[src/rtl/seq_det_pkg.sv]
// Shared widths, reset defaults and helpers for the programmable sequence detector.
package seq_det_pkg;

  // Widest pattern the mask helper can describe; callers slice down to PAT_W.
  localparam int MAX_W = 64;

  localparam logic [7:0] DFLT_PAT = 8'b0001_0101;
  localparam int         DFLT_LEN = 5;
  localparam bit         DFLT_OVL = 1'b1;

  function automatic int len_w(int pat_w);
    return $clog2(pat_w + 1);
  endfunction

  function automatic int clamp_len(int len, int max_len);
    if (len < 1)
      return 1;
    else if (len > max_len)
      return max_len;
    else
      return len;
  endfunction

  function automatic logic [MAX_W-1:0] len_mask(int len);
    logic [MAX_W-1:0] m;
    m = '0;
    for (int i = 0; i < MAX_W; i++)
      m[i] = (i < len);
    return m;
  endfunction

endpackage

[src/rtl/seq_det_if.sv]
// Serial stream, configuration and status bundle for seq_detector_param.
interface seq_det_if #(
  parameter int PAT_W = 8,
  parameter int CNT_W = 8
);
  localparam int LEN_W = seq_det_pkg::len_w(PAT_W);

  logic             in;
  logic             in_valid;
  logic             load;
  logic [PAT_W-1:0] pattern;
  logic [LEN_W-1:0] pat_len;
  logic             overlap;
  logic             out;
  logic [CNT_W-1:0] match_cnt;
  logic [LEN_W-1:0] state;

  modport master (
    output in, in_valid, load, pattern, pat_len, overlap,
    input  out, match_cnt, state
  );

  modport slave (
    input  in, in_valid, load, pattern, pat_len, overlap,
    output out, match_cnt, state
  );

endinterface

[src/rtl/seq_det_hist.sv]
// Bit history shift register plus fill counter saturating at the active length.
// One-cycle update; no backpressure, the stream is accepted whenever shift_en is high.
module seq_det_hist #(
  parameter int PAT_W = 8,
  parameter int LEN_W = 4
) (
  input  logic             clk,
  input  logic             reset,
  input  logic             shift_en,
  input  logic             clear,
  input  logic             restart,
  input  logic             din,
  input  logic [LEN_W-1:0] len,
  output logic [PAT_W-1:0] hist,
  output logic [LEN_W-1:0] fill
);

  always_ff @(posedge clk or negedge reset) begin
    if (!reset) begin
      hist <= '0;
      fill <= '0;
    end else if (clear) begin
      hist <= '0;
      fill <= '0;
    end else if (shift_en) begin
      hist <= {hist[PAT_W-2:0], din};
      // len is never zero, so len-1 cannot wrap
      if (restart)
        fill <= '0;
      else if (fill >= len - LEN_W'(1))
        fill <= len;
      else
        fill <= fill + LEN_W'(1);
    end
  end

endmodule

[src/rtl/seq_detector_param.sv]
// Runtime-programmable serial pattern detector with overlap select and saturating match count.
// out registers at the edge sampling the completing bit; no backpressure, bits gated only by in_valid.
module seq_detector_param
  import seq_det_pkg::*;
#(
  parameter int               PAT_W   = 8,
  parameter int               CNT_W   = 8,
  parameter logic [PAT_W-1:0] DEF_PAT = PAT_W'(DFLT_PAT),
  parameter int               DEF_LEN = DFLT_LEN,
  parameter bit               DEF_OVL = DFLT_OVL
) (
  input logic      clk,
  input logic      reset,
  seq_det_if.slave bus
);

  localparam int LEN_W = len_w(PAT_W);

  logic [PAT_W-1:0] cfg_pat;
  logic [LEN_W-1:0] cfg_len;
  logic             cfg_ovl;
  logic [PAT_W-1:0] hist;
  logic [LEN_W-1:0] fill;
  logic [PAT_W-1:0] mask;
  logic [PAT_W:0]   diff;
  logic             accept;
  logic             full;
  logic             match;
  logic             out_q;
  logic [CNT_W-1:0] cnt_q;

  assign accept = bus.in_valid & ~bus.load;
  assign mask   = PAT_W'(len_mask(int'(cfg_len)));
  assign full   = (fill >= cfg_len - LEN_W'(1));
  // Compare against the history as it will be after this bit shifts in; the
  // bit falling off the top is always outside the mask.
  assign diff   = ({hist, bus.in} ^ {1'b0, cfg_pat}) & {1'b0, mask};
  assign match  = accept & full & (diff == '0);

  seq_det_hist #(
    .PAT_W (PAT_W),
    .LEN_W (LEN_W)
  ) u_hist (
    .clk      (clk),
    .reset    (reset),
    .shift_en (accept),
    .clear    (bus.load),
    .restart  (match & ~cfg_ovl),
    .din      (bus.in),
    .len      (cfg_len),
    .hist     (hist),
    .fill     (fill)
  );

  always_ff @(posedge clk or negedge reset) begin
    if (!reset) begin
      cfg_pat <= DEF_PAT;
      cfg_len <= LEN_W'(clamp_len(DEF_LEN, PAT_W));
      cfg_ovl <= DEF_OVL;
    end else if (bus.load) begin
      cfg_pat <= bus.pattern;
      cfg_len <= LEN_W'(clamp_len(int'(bus.pat_len), PAT_W));
      cfg_ovl <= bus.overlap;
    end
  end

  always_ff @(posedge clk or negedge reset) begin
    if (!reset) begin
      out_q <= 1'b0;
      cnt_q <= '0;
    end else if (bus.load) begin
      out_q <= 1'b0;
      cnt_q <= '0;
    end else begin
      out_q <= match;
      if (match && (cnt_q != '1))
        cnt_q <= cnt_q + CNT_W'(1);
    end
  end

  assign bus.out       = out_q;
  assign bus.match_cnt = cnt_q;
  assign bus.state     = fill;

endmodule

[src/flat_wrapper.sv]
// flat-port wrapper written by rule: the top's interface ports become plain ports
module seq_detector_param_flat import seq_det_pkg::*;
#(
  parameter int               PAT_W   = 8,
  parameter int               CNT_W   = 8,
  parameter logic [PAT_W-1:0] DEF_PAT = PAT_W'(DFLT_PAT),
  parameter int               DEF_LEN = DFLT_LEN,
  parameter bit               DEF_OVL = DFLT_OVL
)
  (clk, reset, bus_in, bus_in_valid, bus_load, bus_pattern, bus_pat_len, bus_overlap, bus_out, bus_match_cnt, bus_state);
  seq_det_if #(.PAT_W(PAT_W), .CNT_W(CNT_W)) bus_i ();
  input logic clk;
  input logic reset;
  input wire logic [$bits(bus_i.in)-1:0] bus_in;
  input wire logic [$bits(bus_i.in_valid)-1:0] bus_in_valid;
  input wire logic [$bits(bus_i.load)-1:0] bus_load;
  input wire logic [$bits(bus_i.pattern)-1:0] bus_pattern;
  input wire logic [$bits(bus_i.pat_len)-1:0] bus_pat_len;
  input wire logic [$bits(bus_i.overlap)-1:0] bus_overlap;
  output wire logic [$bits(bus_i.out)-1:0] bus_out;
  output wire logic [$bits(bus_i.match_cnt)-1:0] bus_match_cnt;
  output wire logic [$bits(bus_i.state)-1:0] bus_state;
  assign bus_i.in = bus_in;
  assign bus_i.in_valid = bus_in_valid;
  assign bus_i.load = bus_load;
  assign bus_i.pattern = bus_pattern;
  assign bus_i.pat_len = bus_pat_len;
  assign bus_i.overlap = bus_overlap;
  assign bus_out = bus_i.out;
  assign bus_match_cnt = bus_i.match_cnt;
  assign bus_state = bus_i.state;
  seq_detector_param #(.PAT_W(PAT_W), .CNT_W(CNT_W), .DEF_PAT(DEF_PAT), .DEF_LEN(DEF_LEN), .DEF_OVL(DEF_OVL)) u_core (.clk(clk), .reset(reset), .bus(bus_i));
endmodule
[config.mk]
export PLATFORM = sky130hd
export DESIGN_NAME = seq_detector_param_flat
export DESIGN_NICKNAME = d
export VERILOG_FILES = /design/src/rtl/seq_det_pkg.sv /design/src/rtl/seq_det_if.sv /design/src/rtl/seq_det_hist.sv /design/src/rtl/seq_detector_param.sv /design/src/flat_wrapper.sv
export SDC_FILE = /design/constraint.sdc
export NUM_CORES = 1
export LEC_CHECK = 0
export CAP_MARGIN = 20
export CORE_MARGIN = 2
export CORE_UTILIZATION = 50
export CTS_BUF_LIST = sky130_fd_sc_hd__clkbuf_8
export DETAILED_ROUTE_END_ITERATION = 16
export PLACE_DENSITY_LB_ADDON = 0.15
export SLEW_MARGIN = 20
export SYNTH_ARGS = -nofsm -noshare
export SYNTH_HDL_FRONTEND = slang
export SYNTH_SLANG_ARGS = --single-unit
export TNS_END_PERCENT = 1
[constraint.sdc]
create_clock -name clk -period 2.75 [get_ports clk]
set_input_delay 0.55 -clock clk [delete_from_list [all_inputs] [get_ports clk]]
set_output_delay 0.55 -clock clk [all_outputs]
set_load 0.01 [all_outputs]
After elaboration in Yosys (flattened, before gate mapping)
Index checks and enable logic that the tools add are counted.
{"block": "totals", "reg_bits": 34, "in_bits": 18, "out_inout_bits": 13}
{"block": "op_classes", "addsub": 3, "order_cmp": 11, "eq_ne": 1, "muxes": 11, "bitwise": 8, "reduce_logical": 4}
{"cell": "8-bit 2-to-1 mux", "n": 4}
{"cell": "4-bit 2-to-1 mux", "n": 6}
{"cell": "3-bit by 4-bit less-than comparator with 1-bit output, first input constant", "n": 4}
{"cell": "9-bit by 8-bit bitwise AND with 9-bit output", "n": 1}
{"cell": "9-bit zero test", "n": 1}
{"cell": "9-bit by 8-bit XOR with 9-bit output", "n": 1}
{"cell": "8-bit by 1-bit adder with 8-bit output, second input constant", "n": 1}
{"cell": "1-bit by 4-bit less-than comparator with 1-bit output, first input constant", "n": 2}
{"cell": "2-bit by 4-bit less-than comparator with 1-bit output, first input constant", "n": 2}
{"cell": "8-bit != test, second input constant", "n": 1}
{"cell": "4-bit by 1-bit adder with 4-bit output, second input constant", "n": 1}
{"cell": "1-bit bitwise AND", "n": 4}
{"cell": "4-bit >= comparator", "n": 1}
{"cell": "4-bit > comparator, second input constant", "n": 1}
{"cell": "4-bit by 1-bit less-than comparator with 1-bit output, second input constant", "n": 1}
{"cell": "2-bit nonzero test", "n": 2}
{"cell": "4-bit by 1-bit subtractor with 4-bit output, second input constant", "n": 1}
{"cell": "1-bit NOT", "n": 2}
{"cell": "1-bit logical AND", "n": 1}
{"cell": "1-bit 2-to-1 mux", "n": 1}

Longest topological paths before layout
{"block": "depth", "ltp_word": 8, "mapped_depth": 9, "mapped_depth_nobuf": 9}

Modules after synthesis
From an unflattened synthesis, not the netlist that was laid out.
{"block": "unflattened", "hier_cells": 188, "area_unflattened_um2": 2042.0}
{"module": "seq_detector_param", "n_inst": 1, "cells_each": 122, "area_each_um2": 1320.0, "seq_area_each_um2": 558.0}
{"module": "seq_det_hist", "n_inst": 1, "cells_each": 66, "area_each_um2": 721.9, "seq_area_each_um2": 300.3}

Worst setup path before layout
OpenSTA, ideal clock, no wires.
{"block": "synth_path", "kind": "flip-flop to flip-flop", "start": "register u_core.cfg_len[0]", "end": "register u_core.u_hist.fill[0]", "t_arrival_ns": 2.379, "required_time_ns": 2.607, "slack_ns": 0.228, "stages_incl_launch_ff": 10, "path_cell_list": "dfstp_2 -> inv_1 -> ha_1 -> xnor2_1 -> ha_1 -> nor3_1 -> nor2_1 -> nand2_1 -> nor4_1 -> o31ai_1"}
{"block": "synth_via", "elab_chain_len": 8}
{"item": "start, declared", "line": "seq_detector_param.sv:20", "source": "logic [LEN_W-1:0] cfg_len;"}
{"item": "start signal, assigned", "line": "seq_detector_param.sv:58", "source": "cfg_len <= LEN_W'(clamp_len(DEF_LEN, PAT_W));"}
{"item": "start signal, assigned", "line": "seq_detector_param.sv:62", "source": "cfg_len <= LEN_W'(clamp_len(int'(bus.pat_len), PAT_W));"}
{"item": "4-bit by 1-bit subtractor with 4-bit output (tied with other cells)", "line": "seq_det_hist.sv:30, seq_detector_param.sv:34"}
{"item": "4-bit >= comparator / 9-bit by 8-bit bitwise AND with 9-bit output (equally long branches)", "line": "seq_det_hist.sv:30, seq_detector_param.sv:34, seq_detector_param.sv:37"}
{"item": "1-bit bitwise AND / 9-bit zero test (equally long branches)", "line": "seq_detector_param.sv:38", "source": "assign match = accept & full & (diff == '0);"}
{"item": "1-bit bitwise AND", "line": "seq_detector_param.sv:38"}
{"item": "1-bit bitwise AND", "line": "seq_detector_param.sv:48", "source": ".restart (match & ~cfg_ovl),"}
{"item": "4-bit 2-to-1 mux (*)", "line": "seq_det_hist.sv:28", "source": "if (restart)"}
{"item": "4-bit 2-to-1 mux (*)", "line": "seq_det_hist.sv:25", "source": "end else if (shift_en) begin"}
{"item": "4-bit 2-to-1 mux (*)", "line": "seq_det_hist.sv:22", "source": "end else if (clear) begin"}
{"item": "end signal, assigned", "line": "seq_det_hist.sv:31", "source": "fill <= len;"}
{"item": "end signal, assigned", "line": "seq_det_hist.sv:33", "source": "fill <= fill + LEN_W'(1);"}
{"item": "end, declared", "line": "seq_det_hist.sv:15", "source": "output logic [LEN_W-1:0] fill"}
Mark *: on every way between the ends. The rest lies on a longest branch, timed or not. The select of a mux whose other input is x is not followed.
A chain may end at the register's enable or synchronous reset.

Final worst setup path
{"block": "layout_path", "start": "register u_core.cfg_len[0]", "end": "register u_core.cnt_q[6] (netlist: u_core.bus.match_cnt[6])"}
{"block": "layout_via", "elab_chain_len": 6}
{"item": "4-bit by 1-bit subtractor with 4-bit output (tied with other cells)", "line": "seq_detector_param.sv:34", "source": "assign full = (fill >= cfg_len - LEN_W'(1));"}
{"item": "4-bit >= comparator / 9-bit by 8-bit bitwise AND with 9-bit output (equally long branches)", "line": "seq_detector_param.sv:34, seq_detector_param.sv:37"}
{"item": "1-bit bitwise AND / 9-bit zero test (equally long branches)", "line": "seq_detector_param.sv:38"}
{"item": "1-bit bitwise AND (*)", "line": "seq_detector_param.sv:38"}
{"item": "1-bit logical AND (*)", "line": "seq_detector_param.sv:76", "source": "if (match && (cnt_q != '1))"}
{"item": "2-bit nonzero test (no source line) (*)"}
{"item": "end signal, assigned", "line": "seq_detector_param.sv:77", "source": "cnt_q <= cnt_q + CNT_W'(1);"}
{"item": "end, declared", "line": "seq_detector_param.sv:30", "source": "logic [CNT_W-1:0] cnt_q;"}
Mark *: on every way between the ends. The rest lies on a longest branch, timed or not.

==> results.json <==
{
  "clockRootBuffer": "clkbuf_8",
  "wl_per_cell_um": 14.92,
  "crit_arrival_ps": 2750,
  "skew_ps": 5.845,
  "port_buffers": 30,
  "holdCritStartpoint": "u_core.cfg_pat[7]",
  "r2r_setup_slack_ps": 210,
  "hold_class": "reg -> reg",
  "regArea_um2": 833.3,
  "start_util": 0.5186,
  "yosysUniqueCellTypes": 42,
  "grt_pass1_wl_um": 6679,
  "core_area_um2": 3633,
  "rr_endpoint": "u_core.bus.match_cnt[6]",
  "diodes": 0,
  "rsz0062_at_grt": "false",
  "max_clock_freq_ghz": 0.3941,
  "cp-end-kind": "register",
  "setup_viol": 0,
  "drtIter0Drc": 68,
  "fin_crit_ps": 2538,
  "cts.sink_count": 33,
  "cp_max_fo": 5,
  "p_leak_nw": 1.031,
  "yosysSeqAreaShare": 0.4422,
  "placed_cell_area_um2": 2255,
  "htree_num_levels": 2,
  "irDropWorstVdd_v": 0.0003292,
  "ys_top_cells_by_area": "dfrtp_1 (36%), dfstp_2 (8.4%), mux2_2 (7.2%)",
  "finalMaxSlewViolations": 0,
  "multi_input_area_um2": 1003,
  "fin_area_um2": 2366,
  "synth.avg_cell_area_um2": 10.41,
  "overflow": 0,
  "synth_top_area_frac": 0.3586,
  "synthesis.nets": 208,
  "r2r_start": "u_core.cfg_len[0]",
  "grt_pass1_vias": 1402,
  "cts_tree": "done",
  "drive_gt1_frac": 0.1727,
  "outcome": "completed",
  "grtUsageTotal": 0.2067,
  "setup-tns-final_ps": 0,
  "die_area_um2": 4276,
  "worst-endpoint-required_ps": 2960,
  "antenna_found_initial": 0,
  "nets": 246,
  "period_share": 0.9228,
  "area_growth_pct": 25.56,
  "rows": 22,
  "syn_inst": 181,
  "synth_top_area_cell": "dfrtp_1",
  "startpoint_type": "register",
  "clk-insertion-delay-late_ps": 280,
  "ys_seq_elements": 33,
  "io_pins": 31,
  "max_slew_margin": 0.7171,
  "synth_warnings": 0,
  "worst_slew_pin_slew_ps": 424.4,
  "via_count": 1492,
  "hold_viol": 0,
  "synth_area_um2": 1884,
  "place_congestion": 0.8116,
  "dr.pass1.iters": 4,
  "cts_made_buffers": 5,
  "grt_max_degree": 34,
  "drv_cap": 0,
  "die_h_um": 65.39,
  "power_density_nw_per_um2": 500.1,
  "fillers": 316,
  "whs_path_depth": 1,
  "avgViaCountPerCell": 5.567,
  "r2r.worst_path.cells": 9,
  "critPathKind": "reg -> reg",
  "post-route-drc-count": 0,
  "path_clk_slew_ps": 70,
  "cts_buffer_depth": 2,
  "hold_end": "u_core.cfg_pat[7]",
  "ant_nets": 0,
  "hpwl_um": 2770,
  "fp.dieW_um": 65.39,
  "finalWirelength_um": 3998
}
[cells in the final DEF, fill, tap and decap left out, drive strengths merged, types with 2 or more instances in the layout]
| cell type | Yosys | routed |
|---|---|---|
| xnor2 | 5 | 5 |
| a211oi | 2 | 2 |
| dfrtp | 27 | 27 |
| dfstp | 6 | 6 |
| xor2 | 5 | 5 |
| o31ai | 5 | 5 |
| nor2b | 5 | 5 |
| or4 | 2 | 2 |
| nor2 | 17 | 17 |
| or3 | 2 | 2 |
| clkdlybuf4s50 | 0 | 30 |
| mux2 | 12 | 12 |
| clkbuf | 4 | 5 |
| nand2b | 2 | 2 |
| mux2i | 13 | 13 |
| nand3 | 6 | 6 |
| inv | 8 | 8 |
| nor3 | 7 | 7 |
| o21ai | 5 | 5 |
| clkinv | 0 | 2 |
| a21oi | 8 | 8 |
| and3 | 3 | 3 |
| nand2 | 9 | 9 |
| buf | 3 | 7 |
| o22ai | 2 | 2 |
| o2111ai | 1 | 2 |
| ha | 9 | 9 |
[timing repair]
| action | CTS | global route |
|---|---|---|
| setup buffers | 0 | 1 |
| setup endpoints to repair | 0 | 5 |
| resized for setup | 0 | 1 |
| hold buffers | 0 | 0 |
[cell families after synthesis]
group	Yosys count	share of synthesized area
adder cells (fa/ha/maj)	9	0.05976
XOR/XNOR	10	0.04648
buffers and inverters	15	0.03452
AND/OR/NAND/NOR	59	0.1574
AO/OA/AOI/OAI	30	0.1189
flip-flops	33	0.4422
multiplexers	25	0.1408
[cell type report]
type | instances | share of cell area
Clock buffer | 5 | 0.02909
Clock inverter | 3 | 0.007403
Inverter | 8 | 0.01269
Multi-Input combinational cell | 134 | 0.4241
Sequential cell | 33 | 0.3522
Tap cell | 48 | 0.02538
Timing Repair Buffer | 37 | 0.1491
[per-layer routing]
metal | vias up | track usage | share of wire
met1 | 718 | 0.2644 | 0.45
met4 | 0 | 0.08333 | 0.015
met3 | 6 | 0.04966 | 0.043
li1 | 726 | - | -
met5 | - | 0 | 0
met2 | 42 | 0.3367 | 0.49
[critical path, stage by stage, from the launching register on]
cell and delay (ps):
dfstp_2 580, inv_1 80, ha_1 240, xnor2_1 150, ha_1 330, nor3_1 60
nor2_2 190, o2111ai_4 180, or4_1 490, a21oi_1 160
[cell usage after synthesis]
master,instances
a21oi_1,7
or3_1,2
nor2b_1,5
nor4_1,1
xnor2_1,5
o22a_1,1
mux2_2,12
o2111ai_4,1
a2bb2oi_1,1
o21ai_0,4
o41ai_1,1
o21ai_2,1
or3b_1,1
inv_1,8
o31ai_1,5
nor3b_1,1
o22ai_1,2
xor2_1,5
dfstp_2,6
a211oi_1,2
nand2_1,9
ha_1,9
buf_6,1
and4_1,1
and2_1,1
and3_1,3
o211ai_1,1
nand4_1,1
a21oi_2,1
clkbuf_1,4
nor2_1,17
nand2b_1,2
nand3_1,6
dfrtp_1,27
or4_1,2
nor3_1,7
buf_2,1
o2bb2ai_1,1
a41oi_1,1
buf_1,1
mux2i_1,13
o311ai_0,1
[sequential cells by signal, indices dropped and copies added, names as in the netlist]
name	flops
u_core.bus.match_cnt	8
u_core.cfg_len	4
u_core.u_hist.hist	7
u_core.bus.out	1
u_core.u_hist.fill	4
u_core.cfg_ovl	1
u_core.cfg_pat	8
[where the power goes]
group / internal [mW] / total, mW / leakage, nW / switching [mW]
Clock: 0.175 / 0.361 / 0.0439 / 0.186
Combinational: 0.134 / 0.273 / 0.564 / 0.139
Sequential: 0.519 / 0.550 / 0.423 / 0.0312
[how the worst max path moves through the flow]
stage | from | to | slack (ps) | cells after the start
floorplan | u_core.cfg_len[0] | u_core.u_hist.fill[0] | 230 | 9
global placement | u_core.cfg_len[0] | u_core.bus.match_cnt[6] | 240 | 9
detailed placement | u_core.cfg_len[0] | u_core.bus.match_cnt[6] | 120 | 9
CTS | u_core.cfg_len[0] | u_core.bus.match_cnt[6] | 90 | 9
global route | u_core.cfg_len[0] | u_core.bus.match_cnt[6] | 30 | 9
finish | u_core.cfg_len[0] | u_core.bus.match_cnt[6] | 210 | 9
[stage by stage]
stage	hold slack, ps	instances	total power, mW	utilization	worst slack (ps)
5_1_grt	553.1	268	1.253	0.6512	32.57
6_report	529.4	268	1.183	0.6512	212.3
4_1_cts	534.7	266	1.177	0.6443	92.82
2_1_floorplan	254.4	181	0.7211	-	228.3
3_3_place_gp	511.6	258	0.8041	0.6205	238.4
3_5_place_dp	518.9	258	0.8118	0.6205	124.5
Note: power is estimated with default switching activity, not from simulation.
